**src/rtl/pspin_lite_pkg.sv**
```systemverilog
// pspin_lite_pkg: shared widths, descriptor types and the handler cost model.
package pspin_lite_pkg;

    localparam int MSGID_W             = 10;
    localparam int ADDR_W              = 32;
    localparam int SIZE_W              = 16;
    localparam int HANDLER_BASE_CYCLES = 4;
    localparam int BYTES_PER_CYCLE     = 8;
    localparam int BPC_SH              = $clog2(BYTES_PER_CYCLE);

    typedef struct packed {
        logic [MSGID_W-1:0] msgid;
        logic [ADDR_W-1:0]  addr;
        logic [SIZE_W-1:0]  size;
    } her_descr_t;

    typedef struct packed {
        logic [MSGID_W-1:0] msgid;
        logic [ADDR_W-1:0]  addr;
        logic [SIZE_W-1:0]  size;
    } feedback_descr_t;

    typedef enum logic {HPU_IDLE, HPU_BUSY} hpu_state_e;

    // One extra bit keeps the rounding add from overflowing at the max size.
    function automatic logic [SIZE_W:0] handler_cycles(input logic [SIZE_W-1:0] size);
        return (({1'b0, size} + (SIZE_W+1)'(BYTES_PER_CYCLE - 1)) >> BPC_SH)
               + (SIZE_W+1)'(HANDLER_BASE_CYCLES);
    endfunction

endpackage

```
**src/rtl/pspin_hpu_timer.sv**
```systemverilog
// pspin_hpu_timer: one emulated HPU; counts down the handler cost, then holds
// its completion request until granted.
module pspin_hpu_timer
    import pspin_lite_pkg::*;
(
    input  logic            clk_i,
    input  logic            rst_ni,
    input  logic            load_i,
    input  her_descr_t      descr_i,
    input  logic            grant_i,
    output logic            busy_o,
    output logic            req_o,
    output feedback_descr_t descr_o
);

    hpu_state_e        state_q;
    logic [SIZE_W:0]   cnt_q;
    her_descr_t        descr_q;

    assign busy_o  = state_q == HPU_BUSY;
    assign req_o   = busy_o && cnt_q == (SIZE_W+1)'(1);
    assign descr_o = feedback_descr_t'(descr_q);

    always_ff @(posedge clk_i or negedge rst_ni) begin
        if (!rst_ni) begin
            state_q <= HPU_IDLE;
            cnt_q   <= '0;
            descr_q <= '0;
        end else begin
            case (state_q)
                HPU_IDLE: if (load_i) begin
                    state_q <= HPU_BUSY;
                    cnt_q   <= handler_cycles(descr_i.size);
                    descr_q <= descr_i;
                end
                HPU_BUSY: begin
                    if (grant_i) state_q <= HPU_IDLE;
                    if (cnt_q > (SIZE_W+1)'(1)) cnt_q <= cnt_q - 1'b1;
                end
                default: state_q <= HPU_IDLE;
            endcase
        end
    end

endmodule

```
**src/rtl/pspin_lite_fifo.sv**
```systemverilog
// pspin_lite_fifo: generic synchronous FIFO, power-of-two depth, registered full/empty.
module pspin_lite_fifo #(
    parameter int  DEPTH = 4,
    parameter type T     = logic
) (
    input  logic clk_i,
    input  logic rst_ni,
    input  logic push_i,
    input  T     data_i,
    input  logic pop_i,
    output T     data_o,
    output logic empty_o,
    output logic full_o
);

    localparam int AW = $clog2(DEPTH);

    T               mem_q [DEPTH];
    logic [AW-1:0]  wr_q, rd_q;
    logic [AW:0]    cnt_q;
    logic           do_push, do_pop;

    assign empty_o = cnt_q == '0;
    assign full_o  = cnt_q == (AW+1)'(DEPTH);
    assign do_push = push_i && (!full_o || pop_i);
    assign do_pop  = pop_i && !empty_o;
    assign data_o  = mem_q[rd_q];

    always_ff @(posedge clk_i or negedge rst_ni) begin
        if (!rst_ni) begin
            wr_q  <= '0;
            rd_q  <= '0;
            cnt_q <= '0;
        end else begin
            wr_q  <= do_push ? wr_q + 1'b1 : wr_q;
            rd_q  <= do_pop ? rd_q + 1'b1 : rd_q;
            cnt_q <= cnt_q + (AW+1)'(do_push) - (AW+1)'(do_pop);
        end
    end

    always_ff @(posedge clk_i) begin
        if (do_push) mem_q[wr_q] <= data_i;
    end

endmodule

```
**src/rtl/pspin_lite_top.sv**
```systemverilog
// pspin_lite_top: HER queue, lowest-index dispatch onto NUM_HPUS timers,
// fixed-priority completion into the feedback queue, activity and eos tracking.
module pspin_lite_top
    import pspin_lite_pkg::*;
#(
    parameter int NUM_HPUS       = 4,
    parameter int HER_FIFO_DEPTH = 8,
    parameter int FB_FIFO_DEPTH  = 4
) (
    input  logic               clk_i,
    input  logic               rst_ni,
    input  logic               her_valid_i,
    output logic               her_ready_o,
    input  logic [MSGID_W-1:0] her_msgid_i,
    input  logic [ADDR_W-1:0]  her_addr_i,
    input  logic [SIZE_W-1:0]  her_size_i,
    output logic               feedback_valid_o,
    input  logic               feedback_ready_i,
    output logic [MSGID_W-1:0] feedback_msgid_o,
    output logic [ADDR_W-1:0]  feedback_addr_o,
    output logic [SIZE_W-1:0]  feedback_size_o,
    input  logic               eos_i,
    output logic               pspin_active_o,
    output logic               done_o
);

    logic                init_q, eos_q;
    her_descr_t          her_in, her_head;
    feedback_descr_t     fb_in, fb_head;
    logic                her_empty, her_full, her_push, her_pop;
    logic                fb_empty, fb_full, fb_push, fb_pop;
    logic [NUM_HPUS-1:0] busy, req, load, gnt;
    feedback_descr_t     hpu_descr [NUM_HPUS];

    // Ready stays low during reset and for the first edge after release.
    assign her_ready_o = init_q && !her_full;
    assign her_push    = her_valid_i && her_ready_o;
    assign her_in      = '{msgid: her_msgid_i, addr: her_addr_i, size: her_size_i};
    assign her_pop     = !her_empty && !(&busy);
    assign load        = her_pop ? ~busy & (busy + 1'b1) : '0;
    assign gnt         = fb_full ? '0 : req & (~req + 1'b1);
    assign fb_push     = |req && !fb_full;
    assign fb_pop      = !fb_empty && feedback_ready_i;

    always_comb begin
        fb_in = '0;
        for (int i = 0; i < NUM_HPUS; i++)
            if (gnt[i]) fb_in = hpu_descr[i];
    end

    assign feedback_valid_o = !fb_empty;
    assign feedback_msgid_o = fb_empty ? '0 : fb_head.msgid;
    assign feedback_addr_o  = fb_empty ? '0 : fb_head.addr;
    assign feedback_size_o  = fb_empty ? '0 : fb_head.size;
    assign pspin_active_o   = !her_empty || |busy || !fb_empty;
    assign done_o           = eos_q && !pspin_active_o;

    always_ff @(posedge clk_i or negedge rst_ni) begin
        if (!rst_ni) begin
            init_q <= 1'b0;
            eos_q  <= 1'b0;
        end else begin
            init_q <= 1'b1;
            eos_q  <= eos_q || eos_i;
        end
    end

    pspin_lite_fifo #(.DEPTH(HER_FIFO_DEPTH), .T(her_descr_t)) u_her_fifo (
        .clk_i(clk_i), .rst_ni(rst_ni), .push_i(her_push), .data_i(her_in),
        .pop_i(her_pop), .data_o(her_head), .empty_o(her_empty), .full_o(her_full)
    );

    pspin_lite_fifo #(.DEPTH(FB_FIFO_DEPTH), .T(feedback_descr_t)) u_fb_fifo (
        .clk_i(clk_i), .rst_ni(rst_ni), .push_i(fb_push), .data_i(fb_in),
        .pop_i(fb_pop), .data_o(fb_head), .empty_o(fb_empty), .full_o(fb_full)
    );

    for (genvar g = 0; g < NUM_HPUS; g++) begin : g_hpu
        pspin_hpu_timer u_hpu (
            .clk_i(clk_i), .rst_ni(rst_ni), .load_i(load[g]), .descr_i(her_head),
            .grant_i(gnt[g]), .busy_o(busy[g]), .req_o(req[g]), .descr_o(hpu_descr[g])
        );
    end

endmodule

```
**config.mk**
```make
export PLATFORM = sky130hd
export DESIGN_NAME = pspin_lite_top
export DESIGN_NICKNAME = d
export VERILOG_FILES = /design/src/rtl/pspin_lite_pkg.sv /design/src/rtl/pspin_hpu_timer.sv /design/src/rtl/pspin_lite_fifo.sv /design/src/rtl/pspin_lite_top.sv
export SDC_FILE = /design/constraint.sdc
export NUM_CORES = 1
export LEC_CHECK = 0
export BUFFER_PORTS_ARGS = -buffer_cell sky130_fd_sc_hd__buf_2
export CORE_MARGIN = 2
export CORE_UTILIZATION = 45
export CTS_BUF_LIST = sky130_fd_sc_hd__clkbuf_2 sky130_fd_sc_hd__clkbuf_4 sky130_fd_sc_hd__clkbuf_8
export DETAILED_ROUTE_END_ITERATION = 16
export HOLD_SLACK_MARGIN = 0.03
export PLACE_DENSITY = 0.67
export SLEW_MARGIN = 20
export SYNTH_ARGS = -nofsm -noshare
export SYNTH_HDL_FRONTEND = slang
export SYNTH_SLANG_ARGS = --single-unit
```
**constraint.sdc**
```tcl
create_clock -name clk_i -period 9 [get_ports clk_i]
set_input_delay 1.35 -clock clk_i [delete_from_list [all_inputs] [get_ports clk_i]]
set_output_delay 1.35 -clock clk_i [all_outputs]
set_load 0.01 [all_outputs]
```
==> impl_metrics.json <==
{
  "status": "finished, final reports clean",
  "hold_end": "eos_q$_DFF_PN0_",
  "via_per_inst": 5.70,
  "grt_usage_pct": 19.5,
  "r2r-end": "g_hpu[3].u_hpu.cnt_q[10]$_DFFE_PN0P_",
  "die_x_um": 306,
  "synth-main-ff-cell": "edfxtp_1",
  "die_y_um": 306,
  "hold_depth": 1,
  "slew_violations": 0,
  "clk_pin_slew_worst_paths_ps": 60,
  "hold_buffers": 0,
  "critical_path_class": "reg -> reg",
  "ant_nets": 0,
  "syn_to_final_growth_pct": 12.2,
  "initial_core_util_pct": 45.5,
  "start_kind": "flip-flop",
  "cts_setup_buffers": 0,
  "required_ps": 9640,
  "num_vias": 23600,
  "crit_arrival_ps": 5870,
  "dieArea_mm2": 0.0938,
  "tns_ps": 0,
  "rows": 110,
  "synthArstFlopShare_pct": 31.7,
  "hold_violations": 0,
  "boundaryPins": 125,
  "netlist_area_mm2": 0.0411,
  "grt.overflow.total": 0,
  "cts_root_buf": "clkbuf_8",
  "grt_pass1_wl_mm": 140,
  "yosysSeqAreaShare_pct": 70.5,
  "synth.avg_cell_area_um2": 15.4,
  "drive_above_1_share_pct": 21.9,
  "ir_worst_vdd_uv": 166,
  "slew_headroom_pct": 23.0,
  "grt_max_degree": 168,
  "wl_per_cell_um": 21.9,
  "insertion_delay_ps": 800,
  "r2r_start": "u_her_fifo.rd_q[0]$_DFFE_PN0P_",
  "ys_warn_count": 0,
  "core_mm2": 0.0903,
  "synth.distinct_cells": 82,
  "crit_chain": "buf_4 > mux4_2 > mux2i_2 > o311ai_2 > nand2b_1 > nor3_1 > nor2_1 > ha_1 > a31oi_4 > nor4_1 > xor2_1 > o221ai_1",
  "cts_buffers": 160,
  "hold_class": "reg -> reg",
  "gp_congestion": 0.836,
  "cts.repair.resized": 0,
  "cp_max_fo": 46,
  "skew_ps": 39.5,
  "drt-total-wl_mm": 90.7,
  "cts_tree": "done",
  "p_total_mw": 13.1,
  "finalSetupViolations": 0,
  "max_stage_delay_ps": 880,
  "antenna_found_initial": 21,
  "netlist_instances": 2667,
  "fin_nets": 2918,
  "min_from": "eos_q$_DFF_PN0_",
  "endpoint_kind": "flip-flop",
  "dp_hpwl_mm": 54.5,
  "cap_violations": 0,
  "rrSetupSlack_ps": 3760,
  "io_buffers": 124,
  "drt-initial-drc-count": 2340,
  "final_core_util_pct": 51.1,
  "p_per_area_mw_per_mm2": 285,
  "critical-path-slowest-cell": "dfrtp_4",
  "grt_pass1_vias": 24100,
  "h-tree-depth": 4,
  "fin_hold_ws_ps": 470,
  "reg2reg_depth": 12,
  "numClockSinks": 1019,
  "finalCriticalPeriod_ps": 5240,
  "first_pass_iters": 6,
  "dp.cells": 3844,
  "instances_no_fill": 4134,
  "p_leak_nw": 17.7,
  "clock_path_buffers": 3,
  "synthesis.nets": 2755,
  "synth_seq_cells": 1019,
  "period_share_pct": 58.2,
  "fillers": 7252,
  "synth_edf_count": 696,
  "rsz0062_at_grt": "no",
  "clock.fmax_mhz": 191,
  "worst_pin_slew_ps": 1120,
  "drc": 0
}
[placed cells by master, fill, tap and decap left out, types with 36 or more instances in the layout]
cell | netlist | routed
edfxtp_1 | 696 | 696
dfrtp_1 | 323 | 318
nand2_1 | 310 | 310
o21ai_0 | 272 | 272
clkbuf_8 | 0 | 176
mux4_2 | 172 | 172
buf_2 | 25 | 123
nor2_1 | 117 | 115
a21oi_1 | 105 | 105
and2_1 | 68 | 64
a222oi_1 | 58 | 58
mux2i_1 | 54 | 52
clkbuf_4 | 0 | 48
buf_4 | 1 | 36
[through the flow]
step                      cell area (µm²)  setup slack, ps
final                               46100             3760
after global routing                46100             3360
after CTS                           46100             3650
after detailed placement            42900             3660
after global placement              42900             3770
after floorplan                     41100              866
[synthesized netlist by cell type, types with 17 or more instances]
library cell  number  area, µm²
edfxtp_1         696      20900
dfrtp_1          323       8080
nand2_1          310       1160
o21ai_0          272       1360
mux4_2           172       3870
nor2_1           117        439
clkbuf_1         112        420
a21oi_1          105        526
and2_1            68        425
a222oi_1          58        581
mux2i_1           54        541
inv_1             34        128
nor3_1            31        155
buf_2             25        125
ha_1              23        288
nand3_1           20        100
buf_1             18       67.6
xnor2_1           17        149
[worst max-delay path, delay by kind of cell (launching register included)]
family | cells | cell delay, ps
and+or+nand+nor | 4 | 980
muxes | 2 | 910
DFF | 1 | 880
buffers and inverters | 1 | 820
AOI/OAI and AO/OA | 3 | 610
xor gates and xnor gates | 1 | 510
adders and majority gates | 1 | 310
[area by class of cell]
| type | instances | area, µm² | share of cell area (%) |
|---|---|---|---|
| Timing Repair Buffer | 161 | 921 | 2.00 |
| Inverter | 35 | 131 | 0.285 |
| Tap cell | 1176 | 1470 | 3.19 |
| Multi-Input combinational cell | 1453 | 11400 | 24.8 |
| Antenna cell | 6 | 15.0 | 0.0325 |
| Clock inverter | 60 | 382 | 0.827 |
| Clock buffer | 224 | 2780 | 6.03 |
| Sequential cell | 1019 | 29000 | 62.9 |
[worst max-delay path by stage]
stage | start | to | slack [ps]
floorplan | her_valid_i | u_her_fifo.mem_q[4][0]$_DFFE_PP_ | 870
global placement | u_her_fifo.rd_q[0]$_DFFE_PN0P_ | g_hpu[3].u_hpu.cnt_q[10]$_DFFE_PN0P_ | 3770
detailed placement | u_her_fifo.rd_q[0]$_DFFE_PN0P_ | g_hpu[3].u_hpu.cnt_q[10]$_DFFE_PN0P_ | 3660
CTS | u_her_fifo.rd_q[0]$_DFFE_PN0P_ | g_hpu[3].u_hpu.cnt_q[10]$_DFFE_PN0P_ | 3650
global route | u_her_fifo.rd_q[0]$_DFFE_PN0P_ | g_hpu[3].u_hpu.cnt_q[10]$_DFFE_PN0P_ | 3360
finish | u_her_fifo.rd_q[0]$_DFFE_PN0P_ | g_hpu[3].u_hpu.cnt_q[10]$_DFFE_PN0P_ | 3760
[state kept, by name (all words and copies together) (netlist names)]
signal / cells
u_her_fifo.rd_q: 3
u_fb_fifo.mem_q: 232
u_fb_fifo.wr_q: 2
u_fb_fifo.rd_q: 2
init_q: 1
eos_q: 1
u_her_fifo.mem_q: 464
g_hpu.u_hpu.descr_o: 232
g_hpu.u_hpu.busy_o: 4
u_her_fifo.cnt_q: 4
g_hpu.u_hpu.cnt_q: 68
u_her_fifo.wr_q: 3
u_fb_fifo.cnt_q: 3
[kinds of logic after synthesis]
| family | share of synthesized area [%] |
|---|---|
| DFF | 70.5 |
| xor gates and xnor gates | 0.682 |
| adders and majority gates | 0.798 |
| and+or+nand+nor | 7.38 |
| buffers and inverters | 1.94 |
| muxes | 11.1 |
| AOI/OAI and AO/OA | 7.59 |
| other | 0.00912 |
[where the power goes]
part           internal [mW]  switching [mW]
logic                   1.25            1.84
registers               5.66           0.567
clock network           2.08            1.73
total                   8.99            4.14
[layer usage]
layer,vias up,routed length (µm),track usage [%]
met4,30,1960,6.22
met3,168,6770,4.85
met5,-,186,0
met1,12000,39000,26.8
li1,10600,-,-
met2,806,42800,30.8
Power figures use the tool's default switching activity.
